File: config.mk
export PLATFORM = sky130hd
export DESIGN_NAME = hw_timer
export DESIGN_NICKNAME = d
export VERILOG_FILES = /design/src/rtl/hw_timer_pkg.sv /design/src/rtl/hw_timer_prescaler.sv /design/src/rtl/hw_timer.sv
export SDC_FILE = /design/constraint.sdc
export NUM_CORES = 1
export LEC_CHECK = 0
export ABC_AREA = 1
export ABC_CLOCK_PERIOD_IN_PS = 2500
export CORE_ASPECT_RATIO = 1.25
export CORE_MARGIN = 1.5
export CORE_UTILIZATION = 48
export CTS_CLUSTER_DIAMETER = 80
export DETAILED_ROUTE_END_ITERATION = 12
export PLACE_DENSITY_LB_ADDON = 0.12
export SKIP_CTS_REPAIR_TIMING = 1
export SYNTH_ARGS = -nofsm -noshare
export SYNTH_HDL_FRONTEND = slang
export SYNTH_SLANG_ARGS = --single-unit
File: constraint.sdc
create_clock -name clk -period 2.5 [get_ports clk]
set_input_delay 0.25 -clock clk [delete_from_list [all_inputs] [get_ports clk]]
set_output_delay 0.25 -clock clk [all_outputs]
set_load 0.02 [all_outputs]
File: src/rtl/hw_timer_pkg.sv
// Shared definitions for hw_timer: register map, CTRL fields, mode codes, FSM states.
// Optional prescaler build is selected with TIMER_PRESCALE_EN.
package hw_timer_pkg;

  localparam logic [1:0] ADDR_CTRL   = 2'd0;
  localparam logic [1:0] ADDR_PRESET = 2'd1;
  localparam logic [1:0] ADDR_COUNT  = 2'd2;
  localparam logic [1:0] ADDR_RSVD   = 2'd3;

  localparam int CTRL_EN_BIT   = 0;
  localparam int CTRL_MODE_LSB = 1;
  localparam int CTRL_MODE_MSB = 2;
  localparam int CTRL_TIM_IM   = 3;
  localparam int CTRL_DIV_LSB  = 4;
  localparam int CTRL_DIV_MSB  = 11;

  localparam logic [1:0] MODE_ONESHOT = 2'b00;
  localparam logic [1:0] MODE_RELOAD  = 2'b01;

  // Bit of CP0 HWInt[7:2] driven by this timer's IRQ.
  localparam int TIMER_HWINT_IDX = 2;

  typedef enum logic [1:0] {
    ST_IDLE = 2'd0,
    ST_LOAD = 2'd1,
    ST_CNT  = 2'd2,
    ST_INT  = 2'd3
  } timer_state_t;

endpackage

File: src/rtl/hw_timer_prescaler.sv
// 8-bit divider for hw_timer: counts 0..div while running, ticks on the wrap cycle.
// Only instantiated when TIMER_PRESCALE_EN is defined.
module hw_timer_prescaler (
  input  logic       clk,
  input  logic       reset,
  input  logic       clr,
  input  logic       run,
  input  logic [7:0] div,
  output logic       tick
);

  logic [7:0] cnt;

  // >= keeps the divider sane if div is lowered below the current count.
  always_ff @(posedge clk or negedge reset) begin
    if (!reset)
      cnt <= '0;
    else if (clr)
      cnt <= '0;
    else if (run)
      cnt <= (cnt >= div) ? 8'd0 : cnt + 8'd1;
  end

  assign tick = run && (cnt >= div);

endmodule

File: src/rtl/hw_timer.sv
// Memory-mapped countdown timer (CTRL/PRESET/COUNT) raising a level IRQ toward CP0 HWInt.
// Define TIMER_PRESCALE_EN to add the CTRL[11:4] prescaler.
//
// state | meaning
// IDLE  | stopped, COUNT holds, waits for Enable
// LOAD  | COUNT <= PRESET
// CNT   | decrementing COUNT (on prescaler ticks)
// INT   | terminal count reached, flag set; reload or stop
module hw_timer
  import hw_timer_pkg::*;
#(
  parameter int          ADDR_W       = 2,
  parameter logic [31:0] RESET_PRESET = 32'h0
) (
  input  logic              clk,
  input  logic              reset,
  input  logic [ADDR_W-1:0] Addr,
  input  logic              WE,
  input  logic [31:0]       DIn,
  output logic [31:0]       DOut,
  output logic              IRQ
);

  timer_state_t state;
  logic         ctrl_en;
  logic [1:0]   ctrl_mode;
  logic         ctrl_im;
  logic [31:0]  preset;
  logic [31:0]  count;
  logic         irq_flag;
  logic [31:0]  ctrl_word;
  logic         tick;
  logic         wr_ctrl;
  logic         wr_preset;
  logic         unused_din;

  assign wr_ctrl   = WE && (Addr == ADDR_W'(ADDR_CTRL));
  assign wr_preset = WE && (Addr == ADDR_W'(ADDR_PRESET));

`ifdef TIMER_PRESCALE_EN
  logic [7:0] ctrl_div;

  hw_timer_prescaler u_prescaler (
    .clk   (clk),
    .reset (reset),
    .clr   (state == ST_LOAD),
    .run   (state == ST_CNT),
    .div   (ctrl_div),
    .tick  (tick)
  );

  always_ff @(posedge clk or negedge reset) begin
    if (!reset)
      ctrl_div <= '0;
    else if (wr_ctrl)
      ctrl_div <= DIn[CTRL_DIV_MSB:CTRL_DIV_LSB];
  end

  assign ctrl_word  = {20'd0, ctrl_div, ctrl_im, ctrl_mode, ctrl_en};
  assign unused_din = ^DIn[31:12];
`else
  assign tick       = 1'b1;
  assign ctrl_word  = {28'd0, ctrl_im, ctrl_mode, ctrl_en};
  assign unused_din = ^DIn[31:4];
`endif

  // Later assignments win: a CPU write to CTRL overrides the FSM's Enable clear,
  // and any CTRL/PRESET write (the handler's ack) overrides a same-cycle flag set.
  always_ff @(posedge clk or negedge reset) begin
    if (!reset) begin
      state     <= ST_IDLE;
      ctrl_en   <= 1'b0;
      ctrl_mode <= MODE_ONESHOT;
      ctrl_im   <= 1'b0;
      preset    <= RESET_PRESET;
      count     <= '0;
      irq_flag  <= 1'b0;
    end else begin
      if (wr_preset)
        preset <= DIn;

      case (state)
        ST_IDLE: begin
          if (ctrl_en)
            state <= ST_LOAD;
        end
        ST_LOAD: begin
          count <= preset;
          state <= ST_CNT;
        end
        ST_CNT: begin
          if (!ctrl_en) begin
            state <= ST_IDLE;
          end else if (tick) begin
            if (count == 32'd0) begin
              state    <= ST_INT;
              irq_flag <= 1'b1;
            end else begin
              count <= count - 32'd1;
            end
          end
        end
        ST_INT: begin
          if (ctrl_mode == MODE_RELOAD) begin
            state    <= ST_LOAD;
            irq_flag <= 1'b0;
          end else begin
            state   <= ST_IDLE;
            ctrl_en <= 1'b0;
          end
        end
        default: state <= ST_IDLE;
      endcase

      if (wr_ctrl) begin
        ctrl_en   <= DIn[CTRL_EN_BIT];
        ctrl_mode <= DIn[CTRL_MODE_MSB:CTRL_MODE_LSB];
        ctrl_im   <= DIn[CTRL_TIM_IM];
      end

      if (wr_ctrl || wr_preset)
        irq_flag <= 1'b0;
    end
  end

  assign IRQ = ctrl_im & irq_flag;

  always_comb begin
    DOut = '0;
    if (Addr == ADDR_W'(ADDR_CTRL))
      DOut = ctrl_word;
    else if (Addr == ADDR_W'(ADDR_PRESET))
      DOut = preset;
    else if (Addr == ADDR_W'(ADDR_COUNT))
      DOut = count;
  end

endmodule

======== Word-level counts from Yosys, hierarchy flattened ========
Index checks and enable logic that the tools add are counted.
cells by class
  reduce and logical (&&, ||, !) cells .... 13
  add/sub/neg operators ................... 1
  equal/unequal tests ..................... 14
  bitwise logic cells ..................... 1
  muxes and demuxes ....................... 19
operators by type and width
  cell                                                                   number
  32-bit two-way mux                                                     5
  32-bit one-hot mux with 2 select lines                                 1
  32-bit logical NOT                                                     1
  32-bit by 1-bit subtractor with 32-bit output, second input constant   1
  3-bit != test, second input constant                                   4
  1-bit two-way mux                                                      8
  2-bit != test, second input constant                                   4
  2-bit one-hot mux with 4 select lines                                  1
  2-bit by 1-bit equality test with 1-bit output, second input constant  3
  2-bit equality test, second input constant                             3
  2-bit two-way mux                                                      3
  2-bit logical NOT                                                      2
  2-bit AND reduction                                                    2
  4-bit AND reduction                                                    1
  2-bit nonzero test                                                     2
  3-bit AND reduction                                                    1
  3-bit nonzero test                                                     1
  1-bit logical AND                                                      2
  1-bit one-hot mux with 2 select lines                                  1
  1-bit bitwise AND                                                      1
  1-bit logical OR                                                       1
storage, ports and cells
  register bits after elaboration ......... 71
  input port bits ......................... 37
  logic and storage cells ................. 55
  output and inout port bits .............. 33

======== Longest topological paths before layout ========
Gate-level depths: netlist of run 1.
  word-level depth ........................ 5
  gate-level depth with buffers ........... 11
  mapped depth without buffers ............ 10

======== Worst setup path after synthesis of run 1 ========
No wires, ideal clock.
  path kind ............................... reg-to-reg
  start ................................... reg count[0]
  end ..................................... reg count[10]
  path buffers ............................ 2
  slack ................................... 724 ps
  stages on the path, launching flop included .. 12
  required time ........................... 2382 ps
  data arrival time ....................... 1658 ps
  library setup time ...................... 118 ps
  period minus slack after synthesis ...... 1776 ps
  cell sequence ........................... dfrtp_1 > inv_1 > ha_1 > nand2_2 > nor2_4 > nand2_2 > o21ai_4 > nand2_2 > buf_6 > buf_6 > nand3_1 > nand2_1
on the way
  word-level cells in the longest chain between the ends .. 4
  elaborated cells between the ends (all ways) .. 7
  classes of those cells .................. add/sub: 1; eq/ne: 1; mux: 3; reduce/logical: 2
ends and longest elaborated chain
  element                                        line            source
  from (decl)                                    hw_timer.sv:29  logic [31:0] count;
  from (signal assigned)                         hw_timer.sv:88  count <= preset;
  from (signal assigned)                         hw_timer.sv:99  count <= count - 32'd1;
  32-bit by 1-bit subtractor with 32-bit output  hw_timer.sv:99
  32-bit two-way mux                             hw_timer.sv:95  if (count == 32'd0) begin
  32-bit two-way mux                             hw_timer.sv:92  if (!ctrl_en) begin
  32-bit one-hot mux with 2 select lines         hw_timer.sv:82  case (state)
Parallel ways exist; a longest one is shown, timed or not. The select of a mux whose other input is x is not followed.
A chain may end at the register's enable or synchronous reset.

======== Worst setup path after layout of run 1 ========
  start ................................... in Addr[0]
  end ..................................... out DOut[24]
on the way
  word-level cells in the longest chain between the ends .. 4
  elaborated cells between the ends (all ways) .. 6
  classes of those cells .................. eq/ne: 2; mux: 3; reduce/logical: 1
ends and longest elaborated chain
  element               line             source
  from (decl)           hw_timer.sv:17   input logic [ADDR_W-1:0] Addr,
  2-bit equality test   hw_timer.sv:134  else if (Addr == ADDR_W'(ADDR_COUNT))
  32-bit two-way mux    hw_timer.sv:134
  32-bit two-way mux    hw_timer.sv:132  else if (Addr == ADDR_W'(ADDR_PRESET))
  32-bit two-way mux *  hw_timer.sv:130  if (Addr == ADDR_W'(ADDR_CTRL))
  to (decl)             hw_timer.sv:20   output logic [31:0] DOut,
Mark *: on every way between the ends. The rest lies on a longest branch, timed or not.

==> flow_metrics.env, run 1 <==
export IMPL_synth_avg_cell_area_sq_um=6.762
export IMPL_synth_warnings=0
export IMPL_switching_share_pct=45.23
export IMPL_start_util_pct=49.93
export IMPL_crit_fanout=13
export IMPL_period_needed_ns=2.266
export IMPL_synth_seq_cells=71
export IMPL_internal_power_mw=3.085
export IMPL_vias=4500
export IMPL_tightest_slew_ns=1.056
export IMPL_dr_pass1_iters=5
export IMPL_pwr_density_cell_mw_per_mm2=1035
export IMPL_viasPerCell=5.376
export IMPL_grt_first_pass_wirelength_microns=21020
export IMPL_antenna_found_initial=0
export IMPL_min_path_type="primary input to async pin"
export IMPL_async_flop_share_pct=100.0
export IMPL_start_kind="primary input"
export IMPL_slew_headroom_pct=29.51
export IMPL_fin_tns_setup_ns=0
export IMPL_grt_pass1_vias=4270
export IMPL_reg2reg_to="count[18]"
export IMPL_dieArea_sq_mm=0.009685
export IMPL_ys_top_cells_by_count="nand2_1 (177), inv_1 (86), nor2_1 (85)"
export IMPL_io_pins=70
export IMPL_rsz0062_at_grt="no"
export IMPL_final_util_pct=62.21
export IMPL_p_switching_mw=2.548
export IMPL_fin_skew_ns=0.006880
export IMPL_peakVddDrop_mv=0.4841
export IMPL_cts_sinks=71
export IMPL_synth_cell_types=26
export IMPL_clkPwrFrac_pct=18.6
export IMPL_status="finished with violations"
export IMPL_violations="hold timing"
export IMPL_gp_congestion=0.9340
export IMPL_crit_required_ns=2.25
export IMPL_path_class="primary input to output port"
export IMPL_h_tree_depth=3
export IMPL_worstSetupEndpointType="output port"
export IMPL_setup_viol=0
export IMPL_synth_top_cell_by_area="dfrtp_1"
export IMPL_fin_crit_sh_pct=90.64
export IMPL_leakagePower_nw=2.625
export IMPL_ff2ff_setup_slack_ns=0.50
export IMPL_grt_remaining_overflow=0
export IMPL_route_detailed_drc=0
export IMPL_finalHoldViolations=28
export IMPL_synthTopCellsByArea="dfrtp_1 (41%), nand2_1 (15%), nand3_1 (8.4%), inv_1 (7.4%), nor2_1 (7.3%)"
export IMPL_synth_area_sq_mm=0.004368
export IMPL_antennaDiodeCount=0
export IMPL_syn_num_nets=684
export IMPL_core_area_sq_mm=0.008748
export IMPL_yosys_cell_count_top_type="nand2_1"
export IMPL_power_frac_seq_pct=34.5
export IMPL_grt_max_degree=48
export IMPL_drive_gt1_share_pct=6.974
export IMPL_row_count=38
export IMPL_portBuffers=69
export IMPL_nets=751
export IMPL_cts_buffer_depth=2
export IMPL_drv_slew=0
export IMPL_wl_per_cell_microns=15.32
export IMPL_synthFlopType="dfrtp_1"
export IMPL_whs_ns=-0.02499
export IMPL_worstReg2RegStart="count[14]"
export IMPL_insertion_delay_ns=0.35
export IMPL_synthCells=646
export IMPL_reg2reg_depth=9
export IMPL_routed_wl_microns=12820
export IMPL_combPwrFrac_pct=46.8
export IMPL_place_hpwl_microns=9406
export IMPL_cts_tree="done"
export IMPL_arrival_ns=2.02
export IMPL_max_cap_violations=0
export IMPL_path_clk_slew_ns=0.08
export IMPL_synth_top_area_share_pct=40.68
export IMPL_fmax_ghz=0.4413
export IMPL_clockRootBuffer="clkbuf_8"
export IMPL_synthToLayoutAreaGrowth_pct=24.61
export IMPL_synth_seq_area_share_pct=40.68
export IMPL_gr_usage_all_layers_pct=28.71
export IMPL_die_x_microns=88.32
export IMPL_drtAntennaViolNets=0
export IMPL_drt_iter0_markers=247
export IMPL_cts_buffers=9
export IMPL_nFillCells=839
export IMPL_dieHeight_microns=109.7
export IMPL_synth_edf_count=0
-- worst max-delay path: stages --
cell and delay [ns]:
clkdlybuf4s50_1 0.47, inv_1 0.05, nor2_1 0.15, inv_1 0.08
buf_4 0.19, o22ai_1 0.17, clkdlybuf4s50_1 0.64
-- kinds of logic (layout without fill, tap and decap cells) --
family	after synthesis	in the layout	synth area share (%)
adders and majority gates	1	1	0.2864
AOI/OAI and AO/OA	92	92	11.77
buffers and inverters	112	183	10.08
and+or+nand+nor	356	356	34.03
DFF	71	71	40.68
muxes	6	6	1.547
xor gates and xnor gates	8	8	1.604
-- how the worst max path moves through the flow --
| stage | slack (ns) | to | from | depth (start not counted) |
|---|---|---|---|---|
| finish | 0.23 | DOut[24] | Addr[0] | 7 |
| global placement | 0.23 | DOut[8] | Addr[0] | 7 |
| CTS | 0.22 | DOut[8] | Addr[0] | 7 |
| detailed placement | 0.22 | DOut[8] | Addr[0] | 7 |
| floorplan | 0.72 | count[10] | count[0] | 11 |
| global route | 0.09 | DOut[2] | Addr[0] | 7 |
-- area by class of cell --
| class | count | area (sq um) | share of cell area, % |
|---|---|---|---|
| Tap cell | 120 | 150.1 | 2.759 |
| Inverter | 86 | 322.8 | 5.931 |
| Clock inverter | 5 | 81.33 | 1.494 |
| Timing Repair Buffer | 82 | 820.8 | 15.08 |
| Clock buffer | 10 | 137.6 | 2.529 |
| Sequential cell | 71 | 1777 | 32.64 |
| Multi-Input combinational cell | 463 | 2153 | 39.56 |
-- power groups by stage --
| stage | Combinational, mW | Clock [mW] | Sequential, mW |
|---|---|---|---|
| 3_5_place_dp | 2.62 | 0 | 1.96 |
| 2_1_floorplan | 1.87 | 0 | 1.82 |
| 3_3_place_gp | 2.57 | 0 | 1.94 |
| 5_1_grt | 2.98 | 1.12 | 2.01 |
| 6_report | 2.64 | 1.05 | 1.95 |
| 4_1_cts | 2.64 | 1.06 | 1.94 |
-- cells in the final DEF (no fill, tap or decap) --
| cell | n |
|---|---|
| o22ai_1 | 23 |
| nor3_1 | 2 |
| dfrtp_1 | 71 |
| nand3_2 | 1 |
| buf_2 | 1 |
| clkdlybuf4s50_1 | 68 |
| a21oi_1 | 25 |
| nand3_1 | 73 |
| nor2_2 | 6 |
| inv_6 | 1 |
| buf_4 | 10 |
| bufinv_16 | 2 |
| o211ai_1 | 3 |
| ha_1 | 1 |
| xor2_1 | 8 |
| mux2_2 | 6 |
| clkinv_2 | 1 |
| or2_2 | 1 |
| nand2_2 | 5 |
| nor2_4 | 1 |
| clkbuf_8 | 10 |
| inv_1 | 86 |
| clkinvlp_4 | 1 |
| nand2_1 | 176 |
| o21a_1 | 1 |
| o21ai_0 | 38 |
| buf_12 | 3 |
| o21ai_4 | 1 |
| nand4_1 | 6 |
| nor2_1 | 85 |
| o221ai_1 | 1 |
-- registers in the layout (all words and copies together), names as in the netlist --
| signal | count |
|---|---|
| ctrl_en | 1 |
| ctrl_mode | 2 |
| irq_flag | 1 |
| state | 2 |
| preset | 32 |
| count | 32 |
| ctrl_im | 1 |
-- stage by stage --
step / cell area, sq um / worst slack (ns) / total power, mW / std cells
2_1_floorplan: 4368 / 0.7242 / 3.693 / 646
3_3_place_gp: 5224 / 0.2280 / 4.516 / 822
3_5_place_dp: 5224 / 0.2204 / 4.575 / 822
4_1_cts: 5443 / 0.2193 / 5.633 / 837
5_1_grt: 5443 / 0.08898 / 6.109 / 837
6_report: 5443 / 0.2339 / 5.633 / 837
-- layer usage --
metal / global-route usage (%) / wire length [microns] / vias to the layer above
li1: - / - / 2198
met1: 35.90 / 5118 / 2089
met2: 48.53 / 6410 / 178
met3: 4.880 / 835 / 35
met4: 12.50 / 460 / 0
met5: 0 / 0 / -
(Power assumes the default switching activity.)
==> run 2, diff against run 1 <==
--- a/config.mk
+++ b/config.mk
@@ -6,7 +6,7 @@
 export NUM_CORES = 1
 export LEC_CHECK = 0
 export ABC_AREA = 1
-export ABC_CLOCK_PERIOD_IN_PS = 2500
+export ABC_CLOCK_PERIOD_IN_PS = 2800
 export CORE_ASPECT_RATIO = 1.25
 export CORE_MARGIN = 1.5
 export CORE_UTILIZATION = 48
==> constraint.sdc (replaced) <==
create_clock -name clk -period 2.8 [get_ports clk]
set_input_delay 0.28 -clock clk [delete_from_list [all_inputs] [get_ports clk]]
set_output_delay 0.28 -clock clk [all_outputs]
set_load 0.02 [all_outputs]
==> run 2 against run 1 <==
  * The run now ends clean
  * Final cell count up 0.24%
  * Critical endpoint unchanged
  * Largest cell class unchanged
  * Total power down 14%
  * Die area did not move
  * Clock skew hardly changed
==> flow_metrics.env, run 2 (synthesis gave the netlist of run 1 again) <==
export IMPL_worstSetupEndpointType="output port"
export IMPL_cts_sinks=71
export IMPL_final_setup_worst_slack_ns=0.2383
export IMPL_final_common_cell="nand2_1"
export IMPL_path_class="primary input to output port"
export IMPL_nFillCells=869
export IMPL_tightest_slew_ns=0.8435
export IMPL_drv_slew=0
export IMPL_dpl_cell_count=822
export IMPL_fin_cells=839
export IMPL_met3_usage_pct=3.378
export IMPL_core_area_sq_mm=0.008748
export IMPL_insertion_delay_ns=0.35
export IMPL_fin_skew_ns=0.006981
export IMPL_antenna_found_initial=0
export IMPL_hold_end="preset[2]"
export IMPL_use_met2_pct=48.15
export IMPL_status="completed"
export IMPL_rsz0062_at_grt="no"
export IMPL_slew_headroom_pct=43.70
export IMPL_clockRootBuffer="clkbuf_8"
export IMPL_antennaDiodeCount=0
export IMPL_io_pins=70
export IMPL_crit_required_ns=2.52
export IMPL_fin_tns_setup_ns=0
export IMPL_row_count=38
export IMPL_max_cap_violations=0
export IMPL_grt_max_degree=49
export IMPL_wl_per_cell_microns=15.30
export IMPL_dieHeight_microns=109.7
export IMPL_grt_remaining_overflow=0
export IMPL_cts_buffers=9
export IMPL_nets=752
export IMPL_peakVddDrop_mv=0.4854
export IMPL_drt_iter0_markers=314
export IMPL_start_util_pct=49.93
export IMPL_grt_first_pass_wirelength_microns=20580
export IMPL_route_detailed_drc=0
export IMPL_whs_ns=0.4923
export IMPL_met1_usage_pct=35.74
export IMPL_gr_usage_all_layers_pct=28.29
export IMPL_vias=4492
export IMPL_synthToLayoutAreaGrowth_pct=23.43
export IMPL_reg2reg_depth=10
export IMPL_busiest_layer="met2"
export IMPL_grt_pass1_vias=4189
export IMPL_start_kind="primary input"
export IMPL_finalHoldViolations=0
export IMPL_gp_congestion=0.9450
export IMPL_arrival_ns=2.28
export IMPL_worstHoldStart="DIn[2]"
export IMPL_cts_buffer_depth=2
export IMPL_drtAntennaViolNets=0
export IMPL_setup_viol=0
export IMPL_period_needed_ns=2.562
export IMPL_fin_crit_sh_pct=91.49
export IMPL_portBuffers=69
export IMPL_dr_pass1_iters=4
export IMPL_layout_common_cells="nand2_1 (176), inv_1 (86), nor2_1 (85)"
export IMPL_dp_slack_ns=0.2056
export IMPL_pwr_density_cell_mw_per_mm2=902.3
export IMPL_die_x_microns=88.32
export IMPL_cts_tree="done"
export IMPL_viasPerCell=5.354
export IMPL_routed_wl_microns=12840
export IMPL_largestRegisters="count x32, preset x32"
export IMPL_reg2reg_to="count[27]"
export IMPL_hold_path_depth=3
export IMPL_drive_gt1_share_pct=7.093
export IMPL_worstReg2RegStart="count[0]"
export IMPL_leakagePower_nw=2.602
export IMPL_min_path_type="primary input to register"
export IMPL_ff2ff_setup_slack_ns=0.79
export IMPL_place_hpwl_microns=9443
export IMPL_h_tree_depth=3
export IMPL_path_clk_slew_ns=0.08
export IMPL_crit_fanout=23
export IMPL_dieArea_sq_mm=0.009685
export IMPL_fmax_ghz=0.3904
## run 2: cell count changes in the layout (fill, tap and decap cells not counted), sizes merged
cell / change
bufinv: -2
clkinv: +2
clkinvlp: +1
dlygate4sd3: +1
## run 2: metal layers
metal | share of wire (%) | wire [microns]
met5 | 0 | 0
met4 | 3.5 | 446
met3 | 5.1 | 653
met2 | 49 | 6340
met1 | 42 | 5398
## run 2: through the flow
stage | power [mW] | util (%) | cell area (sq um)
6_report | 4.864 | 61.63 | 5391
3_3_place_gp | 4.013 | 59.43 | 5199
5_1_grt | 5.246 | 61.63 | 5391
4_1_cts | 4.846 | 61.51 | 5381
3_5_place_dp | 4.063 | 59.43 | 5199
2_1_floorplan | 3.298 | - | 4368
## run 2: cell type report
class                           count  area, sq um  area share (%)
Clock buffer                       10        137.6           2.553
Clock inverter                      6        45.04          0.8355
Inverter                           86        322.8           5.987
Multi-Input combinational cell    463         2153           39.94
Sequential cell                    71         1777           32.95
Tap cell                          120        150.1           2.785
Timing Repair Buffer               83        805.8           14.95
## run 2: how the worst max path moves through the flow
stage / end / slack [ns] / from
6_report: DOut[24] / 0.24 / Addr[0]
4_1_cts: DOut[24] / 0.21 / Addr[0]
5_1_grt: DOut[24] / 0.13 / Addr[0]
3_5_place_dp: DOut[24] / 0.21 / Addr[0]
2_1_floorplan: count[10] / 1.02 / count[0]
3_3_place_gp: DOut[24] / 0.30 / Addr[0]
## run 2: critical path, cell delays in order
cell and delay [ns]:
clkdlybuf4s50_1 0.49, inv_1 0.06, nor2_1 0.12, inv_1 0.38, o22ai_1 0.30, clkdlybuf4s50_1 0.65
## run 2: power by group
part	total, mW	leakage, nW	internal, mW	switching, mW
sequential	1.73	0.839	1.36	0.371
combinational	2.35	1.67	0.853	1.50
clock	0.786	0.0902	0.350	0.436
total	4.86	2.60	2.56	2.30
==> run 3, diff against run 2 <==
--- a/config.mk
+++ b/config.mk
@@ -10,10 +10,13 @@
 export CORE_ASPECT_RATIO = 1.25
 export CORE_MARGIN = 1.5
 export CORE_UTILIZATION = 48
+export CTS_BUF_LIST = sky130_fd_sc_hd__clkbuf_8
 export CTS_CLUSTER_DIAMETER = 80
 export DETAILED_ROUTE_END_ITERATION = 12
+export MAX_ROUTING_LAYER = met4
 export PLACE_DENSITY_LB_ADDON = 0.12
 export SKIP_CTS_REPAIR_TIMING = 1
+export SLEW_MARGIN = 25
 export SYNTH_ARGS = -nofsm -noshare
 export SYNTH_HDL_FRONTEND = slang
 export SYNTH_SLANG_ARGS = --single-unit
==> run 3 against run 2 <==
  * Non-clock buffer count up 1
  * Final cell count up 0.12%
  * Clock power about the same
  * Combinational power about the same
  * Routed wire length up 3.1%
  * Register-to-register slack about the same
  * Sequential cell count unchanged
  * Die area unchanged
  * Core utilization up 0.071 points
  * Cell area up 0.12%
  * Clock-buffer cell count unchanged
  * Sequential share of layout area about the same
==> flow_metrics.env, run 3 (synthesis gave the netlist of run 1 again) <==
export IMPL_leakagePower_nw=2.598
export IMPL_antennaDiodeCount=0
export IMPL_synthToLayoutAreaGrowth_pct=23.57
export IMPL_final_util_pct=61.70
export IMPL_row_count=38
export IMPL_fin_tns_setup_ns=0
export IMPL_max_cap_violations=0
export IMPL_antenna_found_initial=0
export IMPL_fin_skew_ns=0.01104
export IMPL_slew_headroom_pct=41.58
export IMPL_fin_cells=840
export IMPL_grt_remaining_overflow=0
export IMPL_gp_congestion=0.9604
export IMPL_reg2reg_depth=10
export IMPL_crit_required_ns=2.52
export IMPL_path_clk_slew_ns=0.09
export IMPL_grt_pass1_vias=4354
export IMPL_h_tree_depth=3
export IMPL_cts_buffers=9
export IMPL_final_common_cell="nand2_1"
export IMPL_die_x_microns=88.32
export IMPL_grt_first_pass_wirelength_microns=21200
export IMPL_grt_max_degree=48
export IMPL_place_hpwl_microns=9664
export IMPL_start_util_pct=49.93
export IMPL_routed_wl_microns=13230
export IMPL_drt_iter0_markers=290
export IMPL_worstSetupEndpointType="output port"
export IMPL_io_pins=70
export IMPL_final_setup_worst_slack_ns=0.2301
export IMPL_cts_sinks=71
export IMPL_cp_slowest_cell="clkdlybuf4s50_1"
export IMPL_rsz0062_at_grt="no"
export IMPL_period_needed_ns=2.570
export IMPL_peakVddDrop_mv=0.5169
export IMPL_reg2reg_to="count[3]"
export IMPL_endpoint="DOut[24]"
export IMPL_min_path_type="primary input to async pin"
export IMPL_core_area_sq_mm=0.008748
export IMPL_insertion_delay_ns=0.36
export IMPL_fmax_ghz=0.3891
export IMPL_dp_slack_ns=0.2089
export IMPL_status="completed"
export IMPL_arrival_ns=2.29
export IMPL_clockRootBuffer="clkbuf_8"
export IMPL_largestRegisters="count x32, preset x32"
export IMPL_cts_buffer_depth=2
export IMPL_vias=4494
export IMPL_viasPerCell=5.350
export IMPL_pwr_density_cell_mw_per_mm2=907.2
export IMPL_portBuffers=69
export IMPL_path_class="primary input to output port"
export IMPL_crit_fanout=23
export IMPL_gr_usage_all_layers_pct=30.04
export IMPL_crit_chain="clkdlybuf4s50_1 -> inv_1 -> nor2_1 -> inv_1 -> o22ai_1 -> clkdlybuf4s50_1"
export IMPL_dpl_cell_count=823
export IMPL_drv_slew=0
export IMPL_nets=753
export IMPL_setup_viol=0
export IMPL_slowest_delay_ns=0.65
export IMPL_dieArea_sq_mm=0.009685
export IMPL_wl_per_cell_microns=15.75
export IMPL_fin_crit_sh_pct=91.78
export IMPL_worstReg2RegStart="count[0]"
export IMPL_drtAntennaViolNets=0
export IMPL_tightest_slew_ns=0.8754
export IMPL_layout_common_cells="nand2_1 (176), inv_1 (86), nor2_1 (85)"
export IMPL_route_detailed_drc=0
export IMPL_crit_start="Addr[0]"
export IMPL_nFillCells=872
export IMPL_cts_tree="done"
export IMPL_dieHeight_microns=109.7
export IMPL_drive_gt1_share_pct=7.222
export IMPL_finalHoldViolations=0
export IMPL_dr_pass1_iters=5
export IMPL_ff2ff_setup_slack_ns=0.80
export IMPL_start_kind="primary input"
-- run 3: cell count changes in the layout (fill, tap and decap cells not counted), sizes merged --
cell,delta
buf,+1
clkinvlp,+2
clkinv,-2
-- run 3: stage by stage --
| step | hold slack (ns) | power [mW] | area [sq um] |
|---|---|---|---|
| CTS | -0.03847 | 4.887 | 5388 |
| floorplan | -0.01559 | 3.298 | 4368 |
| global placement | 0.3477 | 4.037 | 5206 |
| detailed placement | 0.3519 | 4.093 | 5206 |
| global route | 0.4960 | 5.281 | 5398 |
| finish | 0.4883 | 4.897 | 5398 |
-- run 3: area by class of cell --
class	count	area, sq um	share of cell area [%]
Multi-Input combinational cell	463	2153	39.89
Sequential cell	71	1777	32.92
Timing Repair Buffer	84	813.3	15.07
Inverter	86	322.8	5.981
Tap cell	120	150.1	2.782
Clock buffer	10	137.6	2.550
Clock inverter	6	43.79	0.8113
-- run 3: worst min path at each step --
stage	from	end
after floorplan	reset	count[0]
after global placement	reset	count[21]
after detailed placement	reset	count[21]
after CTS	reset	count[27]
after global routing	DIn[3]	preset[3]
final	reset	count[27]
-- run 3: layer usage --
metal	share of wire, %	routed length [microns]	track usage, %	vias up
li1	-	-	-	2194
met1	41	5412	35.71	2091
met2	50	6569	49.84	181
met3	5.6	739	4.054	28
met4	3.9	512	14.96	0
met5	0	0	-	-
-- run 3: power by group --
part / switching (mW) / internal [mW] / total, mW
combinational: 1.52 / 0.864 / 2.38
clock: 0.438 / 0.347 / 0.784
sequential: 0.375 / 1.36 / 1.73
total: 2.33 / 2.57 / 4.90
-- run 3: critical path, delay by kind of cell --
kind | cells | cell delay [ns]
compound gates | 1 | 0.32
buf+inv | 4 | 1.56
simple gates | 1 | 0.11
